<file path="config.mk">
export PLATFORM = sky130hd
export DESIGN_NAME = chr_sram_reader
export DESIGN_NICKNAME = d
export VERILOG_FILES = /design/src/rtl/chr_sram_reader.sv
export SDC_FILE = /design/constraint.sdc
export NUM_CORES = 1
export LEC_CHECK = 0
export BUFFER_PORTS_ARGS = -buffer_cell sky130_fd_sc_hd__buf_2
export CAP_MARGIN = 40
export CORE_ASPECT_RATIO = 1.75
export CORE_UTILIZATION = 47
export CTS_CLUSTER_SIZE = 30
export DETAILED_ROUTE_END_ITERATION = 12
export PLACE_DENSITY = 0.9
export SLEW_MARGIN = 0
export SYNTH_ARGS = -nofsm -noshare
export SYNTH_HDL_FRONTEND = slang
export SYNTH_SLANG_ARGS = --single-unit
</file>
<file path="constraint.sdc">
create_clock -name i_clk -period 2.24 [get_ports i_clk]
set_input_delay 0.56 -clock i_clk [delete_from_list [all_inputs] [get_ports i_clk]]
set_output_delay 0.56 -clock i_clk [all_outputs]
set_load 0.03 [all_outputs]
</file>
<file path="src/rtl/chr_sram_reader.sv">
// ---------------------------------------------------------------------------
// chr_sram_reader
//
// Serves PPU pattern-table byte reads from the CHR image that the CHR loader
// has already copied into a 16-bit SRAM. The PPU byte address, together with
// the mapper's 8 KB CHR bank, is mapped to an SRAM word. The block then runs
// a timed read cycle and returns the selected byte through a ready/valid
// handshake. Everything runs in the PPU clock domain.
//
// Parameters
//   CHR_BASE     SRAM word address of CHR bank 0
//   WAIT_CYCLES  extra cycles OE is held low before sampling (0..7)
//
// Optional feature macro
//   CHR_READER_CACHE_EN  adds a one-word cache. A request that hits the cache
//                        completes in one cycle and makes no SRAM access.
//
// Ports
//   i_clk         PPU clock
//   i_rstn        synchronous active-low reset
//   i_load_done   CHR image valid in SRAM
//   i_bank        CHR 8 KB bank select
//   i_req         read request, taken only while o_ready=1
//   i_ppu_addr    PPU pattern-table byte address
//   o_ready       block can accept a request
//   o_rvalid      one-cycle pulse, o_rdata valid
//   o_rdata       returned byte, held until the next o_rvalid
//   o_sram_addr   SRAM word address
//   o_sram_wdata  always zero (read-only client)
//   i_sram_rdata  SRAM read data
//   o_sram_oe_n / o_sram_we_n / o_sram_ub_n / o_sram_lb_n  active-low strobes
// ---------------------------------------------------------------------------
module chr_sram_reader #(
   parameter logic [19:0] CHR_BASE    = 20'h80000,
   parameter int          WAIT_CYCLES = 1
) (
   input  logic        i_clk,
   input  logic        i_rstn,
   input  logic        i_load_done,
   input  logic [6:0]  i_bank,
   input  logic        i_req,
   input  logic [12:0] i_ppu_addr,
   output logic        o_ready,
   output logic        o_rvalid,
   output logic [7:0]  o_rdata,
   output logic [19:0] o_sram_addr,
   output logic [15:0] o_sram_wdata,
   input  logic [15:0] i_sram_rdata,
   output logic        o_sram_oe_n,
   output logic        o_sram_we_n,
   output logic        o_sram_ub_n,
   output logic        o_sram_lb_n
);

   typedef enum logic [1:0] {
      ST_OFF    = 2'b00,
      ST_READY  = 2'b01,
      ST_ACCESS = 2'b10
   } state_t;

   // Last value of the wait counter. On that edge the SRAM data is sampled.
   localparam logic [2:0] WAIT_LAST = 3'(WAIT_CYCLES);

   state_t      state_r, state_s;
   logic [2:0]  wait_cnt_r, wait_cnt_s;
   logic        sel_hi_r, sel_hi_s;
   logic [19:0] byte_addr_s;
   logic [19:0] word_addr_s;
   logic        cache_hit_s;
   logic [7:0]  hit_data_s;
   logic        rvalid_s;
   logic [7:0]  rdata_s;
   logic [19:0] sram_addr_s;
   logic        ready_s;
   logic        strobe_n_s;

   // Chooses the low byte (hi=0) or the high byte (hi=1) of an SRAM word.
   function automatic logic [7:0] byte_sel(input logic [15:0] word, input logic hi);
      logic [7:0] b;
      if (hi) begin
         b = word[15:8];
      end else begin
         b = word[7:0];
      end
      return b;
   endfunction

   // The block never writes SRAM.
   assign o_sram_wdata = 16'h0000;

`ifdef CHR_READER_CACHE_EN
   logic        cache_valid_r, cache_valid_s;
   logic [19:0] cache_addr_r, cache_addr_s;
   logic [15:0] cache_data_r, cache_data_s;

   // Cache lookup, fill on every completed SRAM read, and invalidation
   // whenever the CHR image is not valid.
   always_comb begin
      cache_valid_s = cache_valid_r;
      cache_addr_s  = cache_addr_r;
      cache_data_s  = cache_data_r;
      cache_hit_s   = cache_valid_r && (cache_addr_r == word_addr_s);
      hit_data_s    = byte_sel(cache_data_r, byte_addr_s[0]);
      if (!i_load_done) begin
         cache_valid_s = 1'b0;
      end else if ((state_r == ST_ACCESS) && (wait_cnt_r == WAIT_LAST)) begin
         cache_valid_s = 1'b1;
         cache_addr_s  = o_sram_addr;
         cache_data_s  = i_sram_rdata;
      end else begin
         cache_valid_s = cache_valid_r;
      end
   end

   // Cache storage.
   always_ff @(posedge i_clk) begin
      if (!i_rstn) begin
         cache_valid_r <= 1'b0;
         cache_addr_r  <= 20'h00000;
         cache_data_r  <= 16'h0000;
      end else begin
         cache_valid_r <= cache_valid_s;
         cache_addr_r  <= cache_addr_s;
         cache_data_r  <= cache_data_s;
      end
   end
`else
   assign cache_hit_s = 1'b0;
   assign hit_data_s  = 8'h00;
`endif

   // Address mapping, next-state logic and next values of all registered outputs.
   always_comb begin
      byte_addr_s = {i_bank, i_ppu_addr};
      // 20-bit add; any carry out of bit 19 is dropped.
      word_addr_s = CHR_BASE + {1'b0, byte_addr_s[19:1]};
      state_s     = state_r;
      wait_cnt_s  = wait_cnt_r;
      sel_hi_s    = sel_hi_r;
      rvalid_s    = 1'b0;
      rdata_s     = o_rdata;
      sram_addr_s = o_sram_addr;
      case (state_r)
         ST_OFF: begin
            if (i_load_done) begin
               state_s = ST_READY;
            end else begin
               state_s = ST_OFF;
            end
         end
         ST_READY: begin
            if (!i_load_done) begin
               state_s = ST_OFF;
            end else if (i_req && cache_hit_s) begin
               rvalid_s = 1'b1;
               rdata_s  = hit_data_s;
            end else if (i_req) begin
               state_s     = ST_ACCESS;
               wait_cnt_s  = 3'd0;
               sel_hi_s    = byte_addr_s[0];
               sram_addr_s = word_addr_s;
            end else begin
               state_s = ST_READY;
            end
         end
         ST_ACCESS: begin
            // If the image goes invalid mid-access, the read is dropped silently.
            if (!i_load_done) begin
               state_s = ST_OFF;
            end else if (wait_cnt_r == WAIT_LAST) begin
               state_s  = ST_READY;
               rvalid_s = 1'b1;
               rdata_s  = byte_sel(i_sram_rdata, sel_hi_r);
            end else begin
               wait_cnt_s = wait_cnt_r + 3'd1;
            end
         end
         default: begin
            state_s = ST_OFF;
         end
      endcase
      // Outputs follow the next state so that they come straight from flops.
      ready_s    = (state_s == ST_READY);
      strobe_n_s = (state_s != ST_ACCESS);
   end

   // State and output registers.
   always_ff @(posedge i_clk) begin
      if (!i_rstn) begin
         state_r     <= ST_OFF;
         wait_cnt_r  <= 3'd0;
         sel_hi_r    <= 1'b0;
         o_ready     <= 1'b0;
         o_rvalid    <= 1'b0;
         o_rdata     <= 8'h00;
         o_sram_addr <= 20'h00000;
         o_sram_oe_n <= 1'b1;
         o_sram_we_n <= 1'b1;
         o_sram_ub_n <= 1'b1;
         o_sram_lb_n <= 1'b1;
      end else begin
         state_r     <= state_s;
         wait_cnt_r  <= wait_cnt_s;
         sel_hi_r    <= sel_hi_s;
         o_ready     <= ready_s;
         o_rvalid    <= rvalid_s;
         o_rdata     <= rdata_s;
         o_sram_addr <= sram_addr_s;
         o_sram_oe_n <= strobe_n_s;
         o_sram_we_n <= 1'b1;
         o_sram_ub_n <= strobe_n_s;
         o_sram_lb_n <= strobe_n_s;
      end
   end

endmodule
</file>
# Word-level counts from Yosys, hierarchy flattened
# Cells that the tools add are included.
# totals
reg_bits	37
input_bits	40
out_inout_bits	50
# op_classes
add_sub_neg	2
eq_ne	9
mux	13
n_reduce_logical	6
# op_table
operator	n
20-bit by 19-bit adder with 20-bit output (first input constant)	1
3-bit 2-to-1 mux	4
2-bit inequality test (second input constant)	5
3-bit AND reduction	3
2-bit 2-to-1 mux	4
8-bit 2-to-1 mux	1
2-bit one-hot mux with 3 select lines	1
3-bit one-hot mux with 2 select lines	1
5-bit AND reduction	1
2-bit by 1-bit == test with 1-bit output (second input constant)	2
3-bit by 1-bit adder with 3-bit output (second input constant)	1
3-bit by 1-bit == test with 1-bit output (second input constant)	1
2-bit == test (second input constant)	1
2-bit zero test	1
1-bit 2-to-1 mux	2
2-bit nonzero test	1

# Logic depth before layout (Yosys ltp)
# Gate-level depths: netlist of the first run.
# logic_depth
ltp_word	5
mapped_depth	6
ltp_nobuf	6

# Worst setup path before layout of the first run
# Ideal clock, no wire load.
# synth_timing
path_kind	in2reg
startpoint	in i_req
endpoint	reg wait_cnt_r[2]
setup_ps	70
arrival_ps	1244
required_ps	2170
slack_ps	927
stages	4
path_buffers	0
path_cell_list	nand2_1 a2bb2oi_1 or3_1 a21oi_1
# synth_via
elab_chain_cells	2
# synth_lines
element	line	source
start, declared	41	input logic i_req,
2-bit inequality test (no source line)	n/a	
5-bit AND reduction (no source line)	n/a	
end signal, assigned	203	wait_cnt_r <= wait_cnt_s;
end, declared	65	logic [2:0] wait_cnt_r, wait_cnt_s;
# No other way between the ends.
# A chain may end at the register's enable or synchronous reset.

# Worst setup path after layout of the first run
# layout_timing
startpoint	reg state_r[1]
endpoint	reg o_rdata[2]
# layout_via
elab_chain_cells	2
# layout_lines
element	line	source
start, declared	64	state_t state_r, state_s;
start signal, assigned	202	state_r <= state_s;
2-bit == test	143	case (state_r)
3-bit AND reduction (no source line)	n/a	
end signal, assigned	207	o_rdata <= rdata_s;
end, declared	45	output logic [7:0] o_rdata,
# No other way between the ends.

==> results.cfg, run 1 <==
[status]
status = finished, final reports clean

[setup_path]
slowest_delay_ns = 0.62
slowest_stage = and4b_1
r2r_slack_ns = 0.66
r2r_start = state_r[1]$_SDFF_PN0_
crit_type = register to register
path_delay_family = simple AND/OR/NAND/NOR gates
r2r_cells = 4
critPathBufInv = 0
reg2reg_to = o_rdata[2]$_SDFFE_PN0P_
cp-start-kind = register
cp_max_fo = 19
worstPathCellList = nor2b_4, and4b_1, nand2_1, o211a_1
critPathCaptureType = register
crit_required_ns = 2.42
arrival_ns = 1.77

[floorplanning]
die_height_um = 80.7
dieArea_sq_mm = 0.00379
num_rows = 28
fp.dieW_um = 47.0
core_sq_mm = 0.00336
start_util_pct = 49.4
top_level_ports = 90

[detailed_routing]
via_per_inst = 4.58
routed_wl_mm = 3.02
drt-initial-drc-count = 13
remaining_drc_errors = 0
drt_pre_antenna_iters = 4
wl_per_cell_um = 10.3
ant_nets = 0
vias = 1346

[global_route]
grt_pass1_vias = 1195
grt_pass1_wl_mm = 4.89
grt_start_max_net_pins = 40
grt_usage_pct = 17.9
antenna_found_initial = 0
grt_overflow = 0

[cells_and_area]
multi_input_area_sq_um = 767
regArea_sq_um = 741
final_layout_size_suffix_gt1_share_pct = 34.5
final_cells = 294
layout_common_cells = buf_2 (72), nand2_1 (54), dfxtp_1 (37)
antennaDiodeCount = 0
nFillCells = 310
area_growth_pct = 24.9
fin_nets = 290
final_common_cell = buf_2

[yosys]
synthCells = 182
synth-seq-cells = 37
synth-xor-area-share_pct = 0
synth_top_family_by_area = simple AND/OR/NAND/NOR gates
synth.avg_cell_area_sq_um = 9.14
yosysWarnings = 0
synth_fa_ha_area_share_pct = 1.50
ys_types = 27
synth_compound_area_share_pct = 16.3
synthMuxAreaShare_pct = 6.02
synthSimpleGateAreaFrac_pct = 18.4
synth-seq-area-share_pct = 44.5
synthesis.area_sq_mm = 0.00166

[clock_network]
clkTransAtPathRegs_ns = 0.07
worstSkewPairLatency_ns = 0.28
cts_root_buf = clkbuf_8
cts_hold_buf = 0
numClockSinks = 37
cts_inserted_buffers = 5
cts_resized = 0
post_cts_buffers = 0
cts_max_path_buffers = 2
htreeDepth = 2
cts_tree = built

[timing]
maxSlewViolCount = 0
finalCritPeriodShare_pct = 70.7
max_freq_ghz = 0.631
whs_ns = 0.449
relSlewSlack_pct = 58.4
setup_ws_ns = 0.656
tightestPinTransition_ns = 0.624
hold_viol_final = 0
clock_skew_ns = 0.00582
rsz0062_at_grt = no
setup_viol = 0
min_period_ns = 1.58
fin_tns_setup_ns = 0

[place]
io_buffers = 72
dp_slack_ns = 0.565
globalplace.congestion = 0.702
placedCellCount = 286
place_hpwl_mm = 2.24

[worst_hold_path]
min_delay_path_depth = 2
hp-start = o_sram_addr[10]$_SDFFE_PN0P_
worst_hold_path_type = register to register
worstHoldEndpoint = o_sram_addr[10]$_SDFFE_PN0P_

[run]
maxCapViolations = 0

[power]
leakagePower_nw = 1.04
peakVddDrop_mv = 0.604
power_density_mw_per_mm2 = 720
## how the worst max path moves through the flow
stage	from	end	cells past startpoint
2_1_floorplan	i_req	wait_cnt_r[2]$_SDFFE_PN0P_	4
3_3_place_gp	i_load_done	o_rdata[6]$_SDFFE_PN0P_	4
3_5_place_dp	i_load_done	o_rdata[2]$_SDFFE_PN0P_	4
4_1_cts	state_r[1]$_SDFF_PN0_	o_rdata[2]$_SDFFE_PN0P_	4
5_1_grt	state_r[1]$_SDFF_PN0_	o_rdata[2]$_SDFFE_PN0P_	4
6_report	state_r[1]$_SDFF_PN0_	o_rdata[2]$_SDFFE_PN0P_	4
## logic make-up (layout without fill, tap and decap cells)
family	after synthesis	after routing
compound gates	34	34
fa+ha+maj	2	2
buf+inv	31	83
flops	37	37
mux	10	10
other cells	2	17
simple gates	66	66
## synth_stat cells (all sizes together)
library cell / instances / area share (%)
nand3b: 2 / 0.90
mux2i: 10 / 6.0
and2: 2 / 0.75
a21oi: 1 / 0.30
or3: 1 / 0.38
nor3b: 1 / 0.75
nand4b: 1 / 0.53
nor2b: 2 / 1.4
and4b: 1 / 0.60
and3b: 1 / 0.60
o21ai: 1 / 0.30
nand2: 54 / 12
dfxtp: 37 / 45
inv: 1 / 0.23
conb: 2 / 0.45
a21boi: 20 / 9.0
ha: 2 / 1.5
o21a: 3 / 1.4
nand2b: 1 / 0.38
o211a: 8 / 4.8
a2bb2oi: 1 / 0.53
buf: 24 / 11
clkbuf: 6 / 1.4
## worst reg2reg max path, cell delays in order (launching register included)
cell     delay [ns]
dfxtp_1        0.39
nor2b_4        0.20
and4b_1        0.62
nand2_1        0.11
o211a_1        0.15
## flip-flops by register name, indices dropped and copies added, names as in the netlist
signal	flops
o_sram_addr	20
state_r	2
sel_hi_r	1
wait_cnt_r	3
o_rvalid	1
o_ready	1
o_sram_lb_n	1
o_rdata	8
## power by group
part	internal (W)	switching, W
sequential	0.000668	0.00000688
combinational	0.0000515	0.0000949
clock	0.000442	0.000231
total	0.00116	0.000333
## area by class of cell
cell class,count,area share (%)
Timing Repair Buffer,74,18.1
Clock buffer,5,3.31
Tap cell,45,2.71
Inverter,1,0.181
Multi-Input combinational cell,129,36.9
Clock inverter,3,3.13
Sequential cell,37,35.7
## per-stage QoR
| stage | cell area [sq um] | utilization (%) | total power, W |
|---|---|---|---|
| floorplan | 1720 | - | 0.000812 |
| global placement | 1940 | 57.8 | 0.000836 |
| detailed placement | 1940 | 57.8 | 0.000838 |
| CTS | 2080 | 61.8 | 0.00152 |
| global route | 2080 | 61.8 | 0.00156 |
| finish | 2080 | 61.8 | 0.00150 |
## layer usage
metal,vias up,share of wire (%),track usage [%]
li1,694,-,-
met1,586,41,17.1
met2,62,51,32.8
met3,4,5.4,5.39
met4,0,1.7,7.71
met5,-,0,0
(Power assumes the default switching activity.)
==> run 2, diff against run 1 <==
--- a/config.mk
+++ b/config.mk
@@ -5,13 +5,14 @@
 export SDC_FILE = /design/constraint.sdc
 export NUM_CORES = 1
 export LEC_CHECK = 0
+export ABC_AREA = 1
 export BUFFER_PORTS_ARGS = -buffer_cell sky130_fd_sc_hd__buf_2
 export CAP_MARGIN = 40
 export CORE_ASPECT_RATIO = 1.75
-export CORE_UTILIZATION = 47
+export CORE_UTILIZATION = 39
 export CTS_CLUSTER_SIZE = 30
 export DETAILED_ROUTE_END_ITERATION = 12
-export PLACE_DENSITY = 0.9
+export PLACE_DENSITY = 0.81
 export SLEW_MARGIN = 0
 export SYNTH_ARGS = -nofsm -noshare
 export SYNTH_HDL_FRONTEND = slang
==> constraint.sdc (replaced) <==
create_clock -name i_clk -period 1.3 [get_ports i_clk]
set_input_delay 0.325 -clock i_clk [delete_from_list [all_inputs] [get_ports i_clk]]
set_output_delay 0.325 -clock i_clk [all_outputs]
set_load 0.03 [all_outputs]
==> run 2 against run 1 <==
Clock skew down 0.0023 ns; final cell count increased by 16%; largest power group unchanged; fmax is 26% higher; register-to-register slack worse by 0.61 ns; worst hold slack worse by 0.17 ns; global-route usage down 1.3 points; die area rose by 16%.
==> results.cfg, run 2 <==
[place]
globalplace.congestion = 0.781
io_buffers = 72
placedCellCount = 330
place_hpwl_mm = 2.59

[detailed_routing]
wl_per_cell_um = 10.5
drt-initial-drc-count = 20
routed_wl_mm = 3.61
via_per_inst = 4.53
drt_pre_antenna_iters = 4
ant_nets = 0
remaining_drc_errors = 0
vias = 1549

[yosys]
synth_edf_count = 0
synthesis.area_sq_mm = 0.00161
synth_flop_cell = dfxtp_1
yosysWarnings = 0
ys_types = 19
synth_async_sr_flop_share_pct = 0
synth_fa_ha_area_share_pct = 1.56
synth_compound_area_share_pct = 11.8
synth_area_leaders = dfxtp_1 (46%), nor2_1 (14%), buf_4 (9.8%)
synthTopCellsByCount = nor2_1 (61), dfxtp_1 (37), nand2_1 (34)
synth-seq-cells = 37
synth_top_family_by_area = simple AND/OR/NAND/NOR gates
synth-seq-area-share_pct = 46.1
yosys.area.top_type_share_pct = 46.1
synthCells = 217
synth-xor-area-share_pct = 0
synth.avg_cell_area_sq_um = 7.41
yosysMostFrequentCell = nor2_1
yosysTopAreaCell = dfxtp_1
synthSimpleGateAreaFrac_pct = 25.5
synthMuxAreaShare_pct = 0

[cells_and_area]
top_register = o_sram_addr
final_util_pct = 55.6
largest_reg_flops = 20
antennaDiodeCount = 0
layout_common_cells = buf_2 (72), nor2_1 (61), dfxtp_1 (35)
final_layout_size_suffix_gt1_share_pct = 35.4
top_regs = o_sram_addr (20), o_rdata (8), wait_cnt_r (3)
fin_nets = 335
area_growth_pct = 35.1
final_common_cell = buf_2
final_cells = 342

[setup_path]
arrival_ns = 1.44
cp_max_fo = 4
path_delay_family = simple AND/OR/NAND/NOR gates
crit_required_ns = 1.48
slowest_delay_ns = 0.33
slowest_stage = dfxtp_2
r2r_cells = 9
worstPathCellList = inv_2, ha_4, nand2_4, nor3_4, buf_6, clkbuf_16, nand2_1, nand2_1, nor2_1
cpMostUsedCell = nand2_1
crit_type = register to register
critPathBufInv = 3
crit_cells = 9
critPathCaptureType = register
cp-start-kind = register

[floorplanning]
start_util_pct = 41.2
core_sq_mm = 0.00390
dieArea_sq_mm = 0.00439
die_height_um = 86.9
num_rows = 30
fp.dieW_um = 50.5
top_level_ports = 90

[timing]
clock_skew_ns = 0.00356
whs_ns = 0.278
setup_viol = 0
maxSlewViolCount = 0
fin_tns_setup_ns = 0
max_freq_ghz = 0.797
finalCritPeriodShare_pct = 96.6
hold_viol_final = 0
min_period_ns = 1.26
rsz0062_at_grt = yes

[power]
switching_share_pct = 26.4
seqPwrFrac_pct = 52.6
power.switching_w = 0.000589
power.internal_w = 0.00164
power_density_mw_per_mm2 = 1030
leakagePower_nw = 1.06
combPwrFrac_pct = 14.0
peakVddDrop_mv = 0.889
clockPowerShare_pct = 33.4

[clock_network]
cts_hold_buf = 0
worstSkewPairLatency_ns = 0.28
numClockSinks = 37
cts_tree = built
cts_max_path_buffers = 2
cts_root_buf = clkbuf_8
htreeDepth = 2
cts_inserted_buffers = 5
clkTransAtPathRegs_ns = 0.07

[global_route]
grt_overflow = 0
antenna_found_initial = 0
grt_pass1_vias = 1365
grt_start_max_net_pins = 22
grt_pass1_wl_mm = 5.47
grt_usage_pct = 16.6

[run]
maxCapViolations = 0

[worst_hold_path]
worst_hold_path_type = primary input to register
min_delay_path_depth = 3

[status]
status = finished, final reports clean
## run 2: path summary, 6_finish.rpt
check,slack (ns),end,start
setup / recovery,0.04,o_rdata[4]$_SDFFE_PN0P_,wait_cnt_r[1]$_SDFFE_PN0P_
hold / removal,0.28,o_sram_addr[15]$_SDFFE_PN0P_,i_bank[3]
setup reg to reg,0.04,o_rdata[4]$_SDFFE_PN0P_,wait_cnt_r[1]$_SDFFE_PN0P_
hold reg to reg,0.48,o_sram_addr[5]$_SDFFE_PN0P_,o_sram_addr[5]$_SDFFE_PN0P_
## run 2: worst register-to-register path: stages, from the launching register on
cell and delay [ns]:
dfxtp_2 0.33, inv_2 0.06, ha_4 0.13, nand2_4 0.05
nor3_4 0.18, buf_6 0.15, clkbuf_16 0.14, nand2_1 0.04
nand2_1 0.05, nor2_1 0.04
## run 2: area by class of cell
cell class	count	area, sq um
flip-flops and latches	37	746
inverters	11	41.3
well taps	48	60.1
repair buffers	82	512
clock buffers	8	80.1
fillers	392	1730
multi-input cells	156	733
## run 2: routing by layer
metal,vias up,global-route usage [%],routed length [um]
met1,687,15.2,1300
met3,7,4.36,215
li1,792,-,-
met4,0,9.85,93
met2,63,31.4,1990
met5,-,0,0
## run 2: repair_timing
item | 4_1_cts | 5_1_grt
setup endpoints to repair | 0 | 14
resized for setup | 0 | 18
hold endpoints to repair | 0 | 0
setup buffers | 0 | 2
## run 2: power groups by stage
| stage | logic [W] | clock network, W | registers [W] |
|---|---|---|---|
| 2_1_floorplan | 0.000195 | 0 | 0.00125 |
| 3_3_place_gp | 0.000303 | 0 | 0.00120 |
| 3_5_place_dp | 0.000307 | 0 | 0.00120 |
| 4_1_cts | 0.000308 | 0.000775 | 0.00118 |
| 5_1_grt | 0.000342 | 0.000816 | 0.00118 |
| 6_report | 0.000312 | 0.000745 | 0.00117 |
## run 2: logic make-up after synthesis
family | Yosys count
adders and majority gates | 2
and+or+nand+nor | 103
other | 2
DFF | 37
buffers and inverters | 39
AOI/OAI and AO/OA | 34
## run 2: per-stage QoR
step	worst slack, ns	total power, W	cell area (sq um)
after floorplan	0.0732	0.00144	1660
after global placement	0.103	0.00150	1970
after detailed placement	0.0525	0.00151	1970
after CTS	0.0300	0.00226	2050
after global routing	-0.0203	0.00233	2170
final	0.0446	0.00223	2170
==> run 3, diff against run 2 <==
--- a/config.mk
+++ b/config.mk
@@ -9,10 +9,10 @@
 export BUFFER_PORTS_ARGS = -buffer_cell sky130_fd_sc_hd__buf_2
 export CAP_MARGIN = 40
 export CORE_ASPECT_RATIO = 1.75
-export CORE_UTILIZATION = 39
+export CORE_UTILIZATION = 43
 export CTS_CLUSTER_SIZE = 30
 export DETAILED_ROUTE_END_ITERATION = 12
-export PLACE_DENSITY = 0.81
+export PLACE_DENSITY = 0.84
 export SLEW_MARGIN = 0
 export SYNTH_ARGS = -nofsm -noshare
 export SYNTH_HDL_FRONTEND = slang
==> constraint.sdc (replaced) <==
create_clock -name i_clk -period 1.2 [get_ports i_clk]
set_input_delay 0.3 -clock i_clk [delete_from_list [all_inputs] [get_ports i_clk]]
set_output_delay 0.3 -clock i_clk [all_outputs]
set_load 0.03 [all_outputs]
==> run 3 against run 2 <==
The run now ends with negative setup slack left; critical path depth stayed put; non-clock buffer count is 8 higher; clock-buffer cell count is 2 lower; die area is 9.0% lower; critical path type unchanged; largest cell class is now multi-input combinational cells.
==> results.cfg, run 3 (same netlist as run 2, synthesis figures left out) <==
[run]
maxCapViolations = 0

[timing]
setup_ws_ns = -0.0399
maxSlewViolCount = 0
max_freq_ghz = 0.807
hold_viol_final = 0
whs_ns = 0.248
clock_skew_ns = 0.00468
rsz0062_at_grt = yes
min_period_ns = 1.24
fin_tns_setup_ns = -0.267
setup_viol = 12
finalCritPeriodShare_pct = 103

[setup_path]
r2r_slack_ns = -0.04
critPathCaptureType = register
r2r_start = wait_cnt_r[1]$_SDFFE_PN0P_
crit_path_end = o_rdata[3]$_SDFFE_PN0P_
crit_type = register to register
arrival_ns = 1.43
cp_max_fo = 4
cp-start-kind = register
r2r_cells = 9
timing.critical_path.from = wait_cnt_r[1]$_SDFFE_PN0P_
reg2reg_to = o_rdata[3]$_SDFFE_PN0P_
crit_required_ns = 1.39

[cells_and_area]
layout_common_cells = buf_2 (72), nor2_1 (61), dfxtp_1 (33)
nFillCells = 351
area_growth_pct = 41.1
final_layout_size_suffix_gt1_share_pct = 41.1
antennaDiodeCount = 0
regArea_sq_um = 748
multi_input_area_sq_um = 759
top_regs = o_sram_addr (20), o_rdata (8), wait_cnt_r (3)
largest_reg_flops = 20
final_common_cell = buf_2
fin_nets = 343
top_register = o_sram_addr

[detailed_routing]
drt-initial-drc-count = 33
wl_per_cell_um = 10.5
ant_nets = 0
drt_pre_antenna_iters = 4
via_per_inst = 4.42
remaining_drc_errors = 0
routed_wl_mm = 3.65
vias = 1539

[place]
globalplace.congestion = 0.837
place_hpwl_mm = 2.60
io_buffers = 72
dp_slack_ns = -0.0446

[clock_network]
numClockSinks = 37
cts_tree = built
cts_root_buf = clkbuf_8
cts_hold_buf = 0
cts_max_path_buffers = 2
clkTransAtPathRegs_ns = 0.07
cts_inserted_buffers = 5
htreeDepth = 2
worstSkewPairLatency_ns = 0.29

[floorplanning]
num_rows = 29
core_sq_mm = 0.00359
dieArea_sq_mm = 0.00400
start_util_pct = 44.8
top_level_ports = 90
die_height_um = 82.9
fp.dieW_um = 48.2

[status]
violations = negative setup slack
status = finished, violations left

[worst_hold_path]
hp-start = i_ppu_addr[1]
worst_hold_path_type = primary input to register

[global_route]
antenna_found_initial = 0
grt_usage_pct = 18.2
grt_start_max_net_pins = 18
grt_pass1_vias = 1316
grt_pass1_wl_mm = 5.24
grt_overflow = 0

[power]
p_total_w = 0.00244
leakagePower_nw = 1.11
power_density_mw_per_mm2 = 1080
peakVddDrop_mv = 0.740
[run 3: cell count changes in the layout (fill, tap and decap cells not counted), moves of 3 or more]
cell and delta:
buf_6 +4, buf_4 +5, nand2_2 +3, nand2_1 -3
[run 3: area by class of cell]
class,count,area share (%)
repair buffers,90,25.3
inverters,11,2.04
clock inverters,2,0.441
multi-input cells,156,33.5
flip-flops and latches,37,33.0
well taps,46,2.54
clock buffers,6,3.20
[run 3: per-layer routing]
| layer | track usage, % | vias to the layer above | share of wire [%] |
|---|---|---|---|
| met5 | 0 | - | 0 |
| met4 | 9.34 | 0 | 2.4 |
| met3 | 5.00 | 6 | 5.0 |
| li1 | - | 807 | - |
| met2 | 31.8 | 62 | 57 |
| met1 | 17.5 | 664 | 35 |
[run 3: worst min-delay path by stage]
stage                                        endpoint  depth (start not counted)
after floorplan           o_sram_addr[0]$_SDFFE_PN0P_                          2
after global placement        o_rdata[1]$_SDFFE_PN0P_                          2
after detailed placement      o_rdata[5]$_SDFFE_PN0P_                          2
after CTS                 o_sram_addr[0]$_SDFFE_PN0P_                          3
after global routing      o_sram_addr[0]$_SDFFE_PN0P_                          3
final                     o_sram_addr[0]$_SDFFE_PN0P_                          3
[run 3: repair_timing]
action,4_1_cts,5_1_grt
resized for setup,3,34
buffers inserted,0,4
pin swaps,0,7
cloned,0,3
endpoints found under the setup margin,6,36
[run 3: per-stage QoR]
| stage | cells | util (%) | area [sq um] |
|---|---|---|---|
| final | 348 | 63.1 | 2270 |
| after global routing | 348 | 63.1 | 2270 |
| after CTS | 341 | 57.8 | 2080 |
| after detailed placement | 333 | 55.2 | 1980 |
| after global placement | 333 | 55.2 | 1980 |
| after floorplan | 232 | - | 1660 |
[run 3: worst max-delay path: stages (launching register included)]
cell and delay, ns:
dfxtp_2 0.33, inv_2 0.06, ha_4 0.13, nand2_4 0.06, nor3_4 0.15, buf_12 0.14, clkbuf_16 0.13, nand2_2 0.04
nand2_1 0.05, nor2_1 0.04
[run 3: power breakdown]
| part | internal (W) | switching, W | total [W] |
|---|---|---|---|
| logic | 0.000117 | 0.000235 | 0.000352 |
| clock network | 0.000402 | 0.000417 | 0.000819 |
| registers | 0.00126 | 0.0000150 | 0.00127 |
